## config.mk

```make
export PLATFORM = sky130hd
export DESIGN_NAME = mux_nto1_reg_flat
export DESIGN_NICKNAME = d
export VERILOG_FILES = /design/src/rtl/mux_nto1_reg_if.sv /design/src/rtl/mux_nto1_reg.sv /design/src/flat_wrapper.sv
export SDC_FILE = /design/constraint.sdc
export NUM_CORES = 1
export LEC_CHECK = 0
export BUFFER_PORTS_ARGS = -buffer_cell sky130_fd_sc_hd__buf_2
export CORE_UTILIZATION = 44
export CTS_CLUSTER_DIAMETER = 150
export DETAILED_ROUTE_END_ITERATION = 10
export PLACE_DENSITY_LB_ADDON = 0.08
export SLEW_MARGIN = 5
export SYNTH_ARGS = -nofsm -noshare
export SYNTH_HDL_FRONTEND = slang
export SYNTH_SLANG_ARGS = --single-unit
```

## constraint.sdc

```tcl
create_clock -name Clock -period 3.06 [get_ports Clock]
set_clock_uncertainty 0.1 [all_clocks]
set_input_delay 0.612 -clock Clock [delete_from_list [all_inputs] [get_ports Clock]]
set_output_delay 0.612 -clock Clock [all_outputs]
set_load 0.05 [all_outputs]
```

## src/rtl/mux_nto1_reg_if.sv

```systemverilog
// Bus bundle for the registered N-to-1 multiplexer: producer inputs,
// selection controls and the single registered output.
//
// Handshake: a word moves across a channel at a rising clock edge when its
// valid and ready are both high. A producer holds data and valid stable while
// valid is high and ready is low; ready may depend combinationally on valid.
interface mux_nto1_reg_if #(
   parameter int WIDTH     = 32,
   parameter int NUM_IN    = 3,
   parameter int SEL_WIDTH = 2
);
   logic [NUM_IN*WIDTH-1:0] In;
   logic [NUM_IN-1:0]       InValid;
   logic [NUM_IN-1:0]       InReady;
   logic [1:0]              Mode;
   logic [SEL_WIDTH-1:0]    Select;
   logic [WIDTH-1:0]        Out;
   logic                    OutValid;
   logic                    OutReady;
   logic [SEL_WIDTH-1:0]    OutSrc;

   // Environment side: producers, mode control and the consumer.
   modport master (
      output In, InValid, Mode, Select, OutReady,
      input  InReady, Out, OutValid, OutSrc
   );

   // Multiplexer side.
   modport slave (
      input  In, InValid, Mode, Select, OutReady,
      output InReady, Out, OutValid, OutSrc
   );
endinterface

```

## src/rtl/mux_nto1_reg.sv

```systemverilog
// Registered N-to-1 multiplexer with per-input valid/ready and one output
// register. Selection modes: 00 explicit select (saturating), 01/11 fixed
// priority (lowest index wins), 10 round-robin starting after the last
// round-robin winner.
module mux_nto1_reg #(
   parameter int WIDTH     = 32,
   parameter int NUM_IN    = 3,
   parameter int SEL_WIDTH = 2
) (
   input logic             Clock,
   input logic             Reset_n,
   mux_nto1_reg_if.slave   bus
);

   localparam logic [SEL_WIDTH:0]   LP_NUM_IN = (SEL_WIDTH+1)'(NUM_IN);
   localparam logic [SEL_WIDTH-1:0] LP_LAST   = SEL_WIDTH'(NUM_IN-1);

   logic [WIDTH-1:0]     r_out;
   logic                 r_out_valid;
   logic [SEL_WIDTH-1:0] r_out_src;
   logic [SEL_WIDTH-1:0] r_rr_last;

   logic [NUM_IN-1:0]    w_grant;
   logic [SEL_WIDTH-1:0] w_idx;
   logic                 w_found;
   logic                 w_load_en;
   logic                 w_xfer;
   logic [WIDTH-1:0]     w_data;

   // The register can take a new word whenever it is empty or being drained
   // this cycle, so a full stream moves one word per clock.
   assign w_load_en = ~r_out_valid | bus.OutReady;

   // Grant selection: one index per cycle, depending on the mode.
   always_comb begin
      w_grant = '0;
      w_idx   = '0;
      w_found = 1'b0;
      case (bus.Mode)
         2'b00: begin
            // Explicit select grants even without valid; out-of-range
            // indices saturate to the top input.
            w_found = 1'b1;
            if ({1'b0, bus.Select} >= LP_NUM_IN) begin
               w_idx = LP_LAST;
            end else begin
               w_idx = bus.Select;
            end
         end
         2'b10: begin
            // Search starts one past the last round-robin winner.
            for (int k = 1; k <= NUM_IN; k++) begin
               if (!w_found && bus.InValid[(int'(r_rr_last) + k) % NUM_IN]) begin
                  w_found = 1'b1;
                  w_idx   = SEL_WIDTH'((int'(r_rr_last) + k) % NUM_IN);
               end
            end
         end
         default: begin
            // Walk downward so the lowest valid index is the last written.
            for (int i = NUM_IN - 1; i >= 0; i--) begin
               if (bus.InValid[i]) begin
                  w_found = 1'b1;
                  w_idx   = SEL_WIDTH'(i);
               end
            end
         end
      endcase
      if (w_found) begin
         w_grant[w_idx] = 1'b1;
      end
   end

   // Ready is withheld while reset is asserted and while the output stalls.
   assign bus.InReady = w_grant & {NUM_IN{w_load_en & Reset_n}};
   assign w_xfer      = |(bus.InValid & bus.InReady);
   assign w_data      = bus.In[int'(w_idx)*WIDTH +: WIDTH];

   // Output register, source tag and round-robin pointer.
   always_ff @(posedge Clock or negedge Reset_n) begin
      if (!Reset_n) begin
         r_out       <= '0;
         r_out_valid <= 1'b0;
         r_out_src   <= '0;
         r_rr_last   <= LP_LAST;
      end else if (w_xfer) begin
         r_out       <= w_data;
         r_out_src   <= w_idx;
         r_out_valid <= 1'b1;
         if (bus.Mode == 2'b10) begin
            r_rr_last <= w_idx;
         end
      end else if (bus.OutReady) begin
         // Consumed with nothing new: data and source stay for inspection.
         r_out_valid <= 1'b0;
      end
   end

   assign bus.Out      = r_out;
   assign bus.OutValid = r_out_valid;
   assign bus.OutSrc   = r_out_src;

endmodule

```

## src/flat_wrapper.sv

```systemverilog
// flat-port wrapper written by rule: the top's interface ports become plain ports
module mux_nto1_reg_flat 
#(
   parameter int WIDTH     = 32,
   parameter int NUM_IN    = 3,
   parameter int SEL_WIDTH = 2
)
  (Clock, Reset_n, bus_In, bus_InValid, bus_Mode, bus_Select, bus_OutReady, bus_InReady, bus_Out, bus_OutValid, bus_OutSrc);
  mux_nto1_reg_if #(.WIDTH(WIDTH), .NUM_IN(NUM_IN), .SEL_WIDTH(SEL_WIDTH)) bus_i ();
  input logic Clock;
  input logic Reset_n;
  input wire logic [$bits(bus_i.In)-1:0] bus_In;
  input wire logic [$bits(bus_i.InValid)-1:0] bus_InValid;
  input wire logic [$bits(bus_i.Mode)-1:0] bus_Mode;
  input wire logic [$bits(bus_i.Select)-1:0] bus_Select;
  input wire logic [$bits(bus_i.OutReady)-1:0] bus_OutReady;
  output wire logic [$bits(bus_i.InReady)-1:0] bus_InReady;
  output wire logic [$bits(bus_i.Out)-1:0] bus_Out;
  output wire logic [$bits(bus_i.OutValid)-1:0] bus_OutValid;
  output wire logic [$bits(bus_i.OutSrc)-1:0] bus_OutSrc;
  assign bus_i.In = bus_In;
  assign bus_i.InValid = bus_InValid;
  assign bus_i.Mode = bus_Mode;
  assign bus_i.Select = bus_Select;
  assign bus_i.OutReady = bus_OutReady;
  assign bus_InReady = bus_i.InReady;
  assign bus_Out = bus_i.Out;
  assign bus_OutValid = bus_i.OutValid;
  assign bus_OutSrc = bus_i.OutSrc;
  mux_nto1_reg #(.WIDTH(WIDTH), .NUM_IN(NUM_IN), .SEL_WIDTH(SEL_WIDTH)) u_core (.Clock(Clock), .Reset_n(Reset_n), .bus(bus_i));
endmodule
```

==> out/results.ini, run 1 <==
[run_status]
status=finished, final reports clean

[hold_path]
hold_path.class=primary input to async pin

[placement]
gp_congestion=0.8315
numPortBuffers=143
dp.final_hpwl_um=4707

[yosys]
synth_most_common_cell=inv_1
synth_warnings=0
syn-cell-area_um2=2502
avgSynthCellArea_um2=10.26
synth-edff-count=0
synth_largest_area_cell=dfrtp_1
synthDistinctLibCells=41
ys_ff_latch=37
syn-num-nets=352
async_flop_share_pct=100.0
yosys.area.top_type_share_pct=36.00
synth_ff_type=dfrtp_1
synth_common_cells=inv_1, dfrtp_1, nor2_1, a221o_1, mux2_4
netlist_instances=244
yosysSeqAreaShare_pct=37.05
synthTopCellsByArea=dfrtp_1, mux2_4, a221o_1

[grt]
grt_max_degree=38
met1_usage_pct=28.91
use_met3_pct=4.353
grtUsageTotal_pct=23.03
grt_pass1_vias=2324
gr-usage-met2_pct=39.12
top_usage_layer=met2
grt_first_pass_wirelength_um=10850
antenna_found_initial=0
grt_overflow=0

[critical_path]
cp-end-kind=output pin
critPathRequiredTime_ns=2.35
timing.rr.end=u_core.bus.Out[27]
r2r_start=u_core.r_rr_last[1]
crit_arrival_ns=2.28
reg2regPathDepth=10
cp_max_fo=10
slowest_stage=dfstp_2
critPathKind=register to output pin
slowest_delay_ns=0.56
r2r_slack_ns=0.31
crit_chain=ha_4 -> nand3_2 -> o31ai_2 -> or4b_4 -> and3_4 -> nor2b_2 -> buf_6
crit_path_start_kind=register

[clock_tree]
cts.path.max_buffers=2
cts_tree=done
numClockSinks=37
cts_made_buffers=5
cts.clk_slew.worst_paths_ns=0.08
clockRootBuffer=clkbuf_8
htreeDepth=2
clk_latency_ns=0.29
ctsHoldBuffers=0

[cells_and_area]
fin_nets=500
finish.utilization_pct=63.64
syn2layout_area_growth_pct=40.05
fillers=472
final_layout_size_suffix_gt1_share_pct=55.10

[job]
cap_violations=0

[detailed_routing]
vias=2370
routed_via_density=5.097
dr.pass1.iters=4
drcViolationCount=0
routedWlPerCell_um=13.99
final_antenna_net_count=0
drt_iter0_drc=121
wl_um=6507

[timing]
setup_violations=0
min_period_ns=2.996
worst_slew_pin_slew_ns=0.4759
hold_viol=0
slew_headroom_pct=68.28
fmax_mhz=333.8
drv_slew=0
finalCritPeriodShare_pct=97.92

[power_and_ir_drop]
powerDensity_nw_per_um2=924.0
power_mw=3.238
intPower_mw=1.665
sequentialPowerShare_pct=26.3
p_sw_share_pct=48.59
p_sw_mw=1.573
combPwrFrac_pct=61.0
p_leak_nw=1.883
ir_drop_mv=0.5239
p_clk_share_pct=12.7

[floorplan]
die_h_um=77.42
fp.coreArea_um2=5507
start_util_pct=45.44
num_rows=27
ios=144
die_x_um=77.42
die-area_um2=5993

==> cells by family (layout without fill, tap and decap cells) <==
logic type	count (synthesis)	in the layout	share of synthesized area, %
DFF	37	37	37.05
buffers and inverters	57	205	11.25
other	0	1	0
AOI/OAI and AO/OA	55	55	20.65
and+or+nand+nor	61	61	11.45
adders and majority gates	2	2	0.9998
muxes	32	32	18.60
==> flip-flops by register name, indices dropped and copies added, names as in the netlist <==
name / count
u_core.bus.Out: 32
u_core.bus.OutSrc: 2
u_core.r_rr_last: 2
u_core.bus.OutValid: 1
==> layout make-up <==
cell class	instances	area, um2	area share, %
multi-input combinational	150	1365	38.95
sequential	37	927.1	26.45
timing repair buffer	159	869.6	24.81
inverter	39	146.4	4.177
tap	72	90.09	2.571
clock buffer	5	68.82	1.964
clock inverter	2	35.03	0.9996
antenna	1	2.502	0.07140
==> metrics by stage <==
| stage | instances | setup WS (ns) | hold WS (ns) | instance area (um2) | TNS [ns] |
|---|---|---|---|---|---|
| after detailed placement | 453 | 0.1712 | 0.3867 | 3297 | 0 |
| after CTS | 461 | 0.01069 | 0.2998 | 3455 | 0 |
| after floorplan | 244 | -0.001851 | 0.2164 | 2511 | -0.001851 |
| after global placement | 453 | 0.1957 | 0.3855 | 3297 | 0 |
| final | 465 | 0.06378 | 0.2819 | 3505 | 0 |
| after global routing | 464 | -0.008934 | 0.3329 | 3502 | -0.008934 |
==> cells in the final DEF, fill, tap and decap left out, drive strengths merged, types with 3 or more instances in the layout <==
cell type	synthesis	final
buf	12	159
a221o	32	32
nand3	3	3
dfrtp	36	36
a21oi	4	4
nor2b	5	5
inv	39	39
nor2	36	36
clkbuf	6	5
mux2	32	32
nand2	7	7
==> power by group through the flow <==
stage          Sequential, mW  Combinational (mW)  Clock, mW
4_1_cts                 0.854                1.95      0.424
3_5_place_dp            0.853                1.90          0
3_3_place_gp            0.851                1.89          0
5_1_grt                 0.884                2.08      0.441
6_report                0.850                1.98      0.411
2_1_floorplan            1.65               0.671          0
==> timing repair <==
| action | in CTS | in global routing |
|---|---|---|
| pin swaps | 1 | 5 |
| setup buffers | 1 | 3 |
| setup endpoints to repair | 3 | 3 |
| gates resized for setup | 11 | 5 |
==> worst max-delay path by stage <==
stage                                   start                 end  cells past startpoint
after floorplan           u_core.r_rr_last[1]      bus_InReady[0]                     10
after global placement    u_core.r_rr_last[1]  u_core.bus.Out[25]                      9
after detailed placement  u_core.r_rr_last[1]  u_core.bus.Out[27]                      9
after CTS                 u_core.r_rr_last[1]      bus_InReady[0]                      8
after global routing      u_core.r_rr_last[1]      bus_InReady[0]                      8
final                     u_core.r_rr_last[1]      bus_InReady[0]                      7
==> critical path, delay by kind of cell (launching register included) <==
kind,cells,cell delay (ns)
DFF,1,0.56
AOI/OAI and AO/OA,1,0.08
buffers and inverters,1,0.15
adders and majority gates,1,0.24
and+or+nand+nor,4,0.97
==> routing by layer <==
layer	up-vias	routed length, um	share of wire [%]
li1	1164	-	-
met1	1100	2835	44
met2	92	3148	48
met3	14	388	6.0
met4	0	136	2.1
met5	-	0	0
Note: power is estimated with default switching activity, not from simulation.
==> run 2, diff against run 1 <==
CORE_UTILIZATION = 48   (was 44)
clock period = 3.8 ns   (was 3.06 ns; I/O delays follow)
==> run 2 against run 1 <==
Flip-flop and latch count unchanged. Utilization up 4.7 points. Worst setup slack better by 0.40 ns. Clock power down 29%. Cell count down 2.8%. Sequential power down 19%. Power down 23%. Cell area down 4.8%. Largest cell class unchanged. Worst hold slack better by 0.12 ns. Via count down 1.1%. Register-to-register slack better by 0.59 ns.
==> out/results.ini, run 2 (synthesis results as in run 1) <==
[power_and_ir_drop]
powerDensity_nw_per_um2=749.4
p_leak_nw=1.824
intPower_mw=1.244
combPwrFrac_pct=60.9
p_sw_mw=1.256
sequentialPowerShare_pct=27.5
p_clk_share_pct=11.6
ir_drop_mv=0.4090
p_sw_share_pct=50.24

[cells_and_area]
final_layout_size_suffix_gt1_share_pct=50.91
final_common_cell=buf_2
fin_nets=492
fillers=409
syn2layout_area_growth_pct=33.30
largest_register_ffs=32
most-common-layout-cells=buf_2, inv_1, nor2_1, dfrtp_1, a221o_1
diodes=0
design_area_um2=3336

[critical_path]
crit_path_start_kind=register
critPathKind=register to output pin
crit_start=u_core.r_rr_last[1]
reg2regPathDepth=9
cp_max_fo=16
r2r_slack_ns=0.90
critPathRequiredTime_ns=2.94
critPathCapture=bus_InReady[2]
r2r_start=u_core.r_rr_last[1]
slowest_stage=dfstp_2
crit_arrival_ns=2.48
crit_chain=inv_1 -> ha_1 -> nand3b_1 -> nor3_1 -> o31ai_4 -> buf_4 -> nor2_1 -> buf_2
cp-end-kind=output pin
timing.rr.end=u_core.bus.Out[27]
slowest_delay_ns=0.53

[hold_path]
hold_path.class=register to register
worstHoldPathCells=2

[timing]
drv_slew=0
min_period_ns=3.335
worst_slew_pin_slew_ns=0.4536
fmax_mhz=299.8
slew_headroom_pct=69.76
hold_viol=0
finalCritPeriodShare_pct=87.77
setup_violations=0
setup_tns_ns=0
rsz0062_at_grt=false

[run_status]
status=finished, final reports clean

[detailed_routing]
dr.pass1.iters=4
wl_um=6251
routedWlPerCell_um=13.83
routed_via_density=5.188
vias=2345
drt_iter0_drc=154
drcViolationCount=0
final_antenna_net_count=0

[floorplan]
ios=144
start_util_pct=51.28
die_h_um=74.21
fp.coreArea_um2=4880
die_x_um=74.21
num_rows=25
die-area_um2=5506

[placement]
gp_congestion=0.8941
numPortBuffers=143
dp.final_hpwl_um=4638
placed_cell_area_um2=3239

[clock_tree]
cts.clk_slew.worst_paths_ns=0.07
ctsHoldBuffers=0
cts.repair.resized=0
htreeDepth=2
cts.path.max_buffers=2
numClockSinks=37
cts_tree=done
clk_latency_ns=0.29
cts_made_buffers=5
clockRootBuffer=clkbuf_8
cts_setup_buffers=0

[grt]
grt_first_pass_wirelength_um=9494
grtUsageTotal_pct=22.81
grt_overflow=0
antenna_found_initial=0
grt_max_degree=38
grt_pass1_vias=2024

[job]
cap_violations=0

[run 2: changes by cell type in the layout (fill, tap and decap cells not counted), moves of 2 or more]
| cell | change |
|---|---|
| buf_2 | +2 |
| buf_4 | -8 |
| ha_1 | +2 |
| ha_4 | -2 |
| nor2b_1 | +2 |
| nor2b_2 | -2 |
[run 2: critical path, delay by kind of cell, from the launching register on]
| family | cells | cell delay, ns |
|---|---|---|
| AND/OR/NAND/NOR | 3 | 0.66 |
| buffers and inverters | 3 | 0.56 |
| flip-flops | 1 | 0.53 |
| adder cells (fa/ha/maj) | 1 | 0.27 |
| AO/OA/AOI/OAI | 1 | 0.15 |
[run 2: metal layers]
| layer | vias up | track usage [%] | share of wire (%) |
|---|---|---|---|
| met3 | 8 | 6.098 | 7.8 |
| met5 | - | 0 | 0 |
| met4 | 0 | 5.556 | 1.2 |
| met2 | 98 | 38.08 | 47 |
| met1 | 1089 | 29.51 | 44 |
| li1 | 1150 | - | - |
[run 2: layout make-up]
class	count	area, um2	share of cell area (%)
timing repair buffer	151	788.3	23.63
inverter	39	146.4	4.389
clock inverter	2	13.76	0.4126
sequential	37	927.1	27.79
clock buffer	6	82.58	2.476
tap	67	83.83	2.513
multi-input combinational	150	1294	38.78
[run 2: per-stage QoR]
| stage | setup WS [ns] | power, mW | instances | utilization [%] | hold slack (ns) |
|---|---|---|---|---|---|
| global route | 0.3050 | 2.615 | 452 | 68.36 | 0.4198 |
| detailed placement | 0.7226 | 2.215 | 444 | 66.38 | 0.3902 |
| global placement | 0.7256 | 2.207 | 444 | 66.38 | 0.3877 |
| CTS | 0.4527 | 2.513 | 452 | 68.36 | 0.4044 |
| finish | 0.4647 | 2.500 | 452 | 68.36 | 0.4047 |
| floorplan | 0.2900 | 1.867 | 244 | - | 0.3644 |
[run 2: worst min path at each step]
stage          slack (ns)                    to           startpoint
2_1_floorplan        0.36  u_core.bus.OutSrc[0]              Reset_n
3_3_place_gp         0.39    u_core.bus.Out[25]   u_core.bus.Out[25]
3_5_place_dp         0.39   u_core.r_rr_last[1]  u_core.r_rr_last[1]
4_1_cts              0.40   u_core.r_rr_last[1]  u_core.r_rr_last[1]
5_1_grt              0.42     u_core.bus.Out[2]    u_core.bus.Out[2]
6_report             0.40   u_core.r_rr_last[1]  u_core.r_rr_last[1]
[run 2: power groups by stage]
| stage | registers, mW | clock network (mW) | logic, mW |
|---|---|---|---|
| after floorplan | 1.33 | 0 | 0.538 |
| after global placement | 0.681 | 0 | 1.53 |
| after detailed placement | 0.690 | 0 | 1.53 |
| after CTS | 0.687 | 0.296 | 1.53 |
| after global routing | 0.706 | 0.312 | 1.60 |
| final | 0.686 | 0.291 | 1.52 |
==> run 3, diff against run 2 <==
CTS_CLUSTER_SIZE = 10   (was default)
PLACE_DENSITY = 0.85   (was default)
PLACE_DENSITY_LB_ADDON = default   (was 0.08)
==> run 3 against run 2 <==
First-iteration DRC count is 29% lower. Non-clock buffer count is the same. Clock power grew 18%. Global-route usage grew 1.3 points. Power is 2.4% higher. Flip-flop and latch count unchanged. Cell area is 0.23% higher. Largest power group unchanged.
==> out/results.ini, run 3 (synthesis results as in run 1) <==
[run_status]
status=finished, final reports clean

[detailed_routing]
routedWlPerCell_um=14.49
routed_via_density=5.235
dr.pass1.iters=4
wl_um=6548
final_antenna_net_count=0
drt_iter0_drc=109
drcViolationCount=0
vias=2366

[timing]
min_period_ns=3.358
drv_slew=0
hold_viol=0
setup_violations=0
rsz0062_at_grt=false
worst_slew_pin_slew_ns=0.5311
whs_ns=0.4081
finalCritPeriodShare_pct=88.37
setup_tns_ns=0
slew_headroom_pct=64.51
fmax_mhz=297.8

[clock_tree]
cts.clk_slew.worst_paths_ns=0.06
cts.repair.resized=0
cts.path.max_buffers=2
htreeDepth=2
ctsHoldBuffers=0
cts_made_buffers=5
clk_latency_ns=0.28
cts_setup_buffers=0
clockRootBuffer=clkbuf_8
cts_tree=done
numClockSinks=37

[cells_and_area]
fin_nets=492
final_common_cell=buf_2
diodes=0
syn2layout_area_growth_pct=33.60
largest_register_ffs=32
final_layout_size_suffix_gt1_share_pct=50.65
most-common-layout-cells=buf_2, inv_1, nor2_1, dfrtp_1, a221o_1

[critical_path]
timing.rr.end=u_core.bus.Out[2]
r2r_slack_ns=0.71
crit_arrival_ns=2.50
critPathKind=register to output pin
cp_max_fo=15
cp-end-kind=output pin
reg2regPathDepth=9
critPathRequiredTime_ns=2.94
worst-path-stages=8
crit_path_start_kind=register
critPathBufInv=3
critPathTopFamily=simple AND/OR/NAND/NOR gates
slowest_stage=dfstp_2
r2r_start=u_core.r_rr_last[1]
crit_chain=inv_1 -> ha_1 -> nand3b_1 -> nor3_1 -> o31ai_4 -> buf_4 -> nor2_1 -> buf_2
slowest_delay_ns=0.53

[grt]
antenna_found_initial=0
met1_usage_pct=29.87
grt_first_pass_wirelength_um=10120
grt_overflow=0
use_met3_pct=5.691
grt_max_degree=38
top_usage_layer=met2
grt_pass1_vias=2180
grtUsageTotal_pct=24.16
gr-usage-met2_pct=43.13

[placement]
numPortBuffers=143
gp_congestion=0.9220
dp.final_hpwl_um=4886

[floorplan]
start_util_pct=51.28
fp.coreArea_um2=4880
die_h_um=74.21
ios=144
die_x_um=74.21
die-area_um2=5506
num_rows=25

[power_and_ir_drop]
powerDensity_nw_per_um2=765.6
ir_drop_mv=0.3914
p_leak_nw=1.828
power_mw=2.560

[hold_path]
worstHoldPathCells=1
hold_path.class=register to register
holdPathEnd=u_core.bus.Out[5]
hold_start=u_core.bus.Out[5]

[job]
cap_violations=0

run 3: metal layers:
metal / wire (um) / part of all wire, %
met1: 2915 / 45
met2: 3082 / 47
met3: 515 / 7.9
met4: 35 / 0.53
met5: 0 / 0
run 3: through the flow:
stage	setup WS, ns	utilization (%)	instances	instance area (um2)
final	0.4418	68.51	452	3343
after global routing	0.3051	68.51	452	3343
after CTS	0.4474	68.51	452	3343
after detailed placement	0.7329	66.13	444	3227
after global placement	0.7530	66.13	444	3227
after floorplan	0.2900	-	244	2502
run 3: worst max path at each step:
stage                                   start              to  slack [ns]
after floorplan                   bus_Mode[0]  bus_InReady[0]        0.29
after global routing      u_core.r_rr_last[1]  bus_InReady[2]        0.31
after global placement            bus_Mode[0]  bus_InReady[0]        0.75
final                     u_core.r_rr_last[1]  bus_InReady[2]        0.44
after CTS                 u_core.r_rr_last[1]  bus_InReady[2]        0.45
after detailed placement          bus_Mode[0]  bus_InReady[2]        0.73
run 3: where the power goes:
| group | switching [mW] | leakage [nW] | total (mW) | internal (mW) |
|---|---|---|---|---|
| logic | 1.01 | 1.33 | 1.52 | 0.508 |
| clock network | 0.130 | 0.0585 | 0.344 | 0.214 |
| registers | 0.107 | 0.444 | 0.693 | 0.586 |
| total | 1.25 | 1.83 | 2.56 | 1.31 |
run 3: layout make-up:
type                    instances  area (um2)
fillers                       400        1536
clock buffers                   7       86.33
inverters                      39       146.4
flip-flops and latches         37       927.1
well taps                      67       83.83
clock inverters                 1       30.03
repair buffers                151       775.7
multi-input cells             150        1294
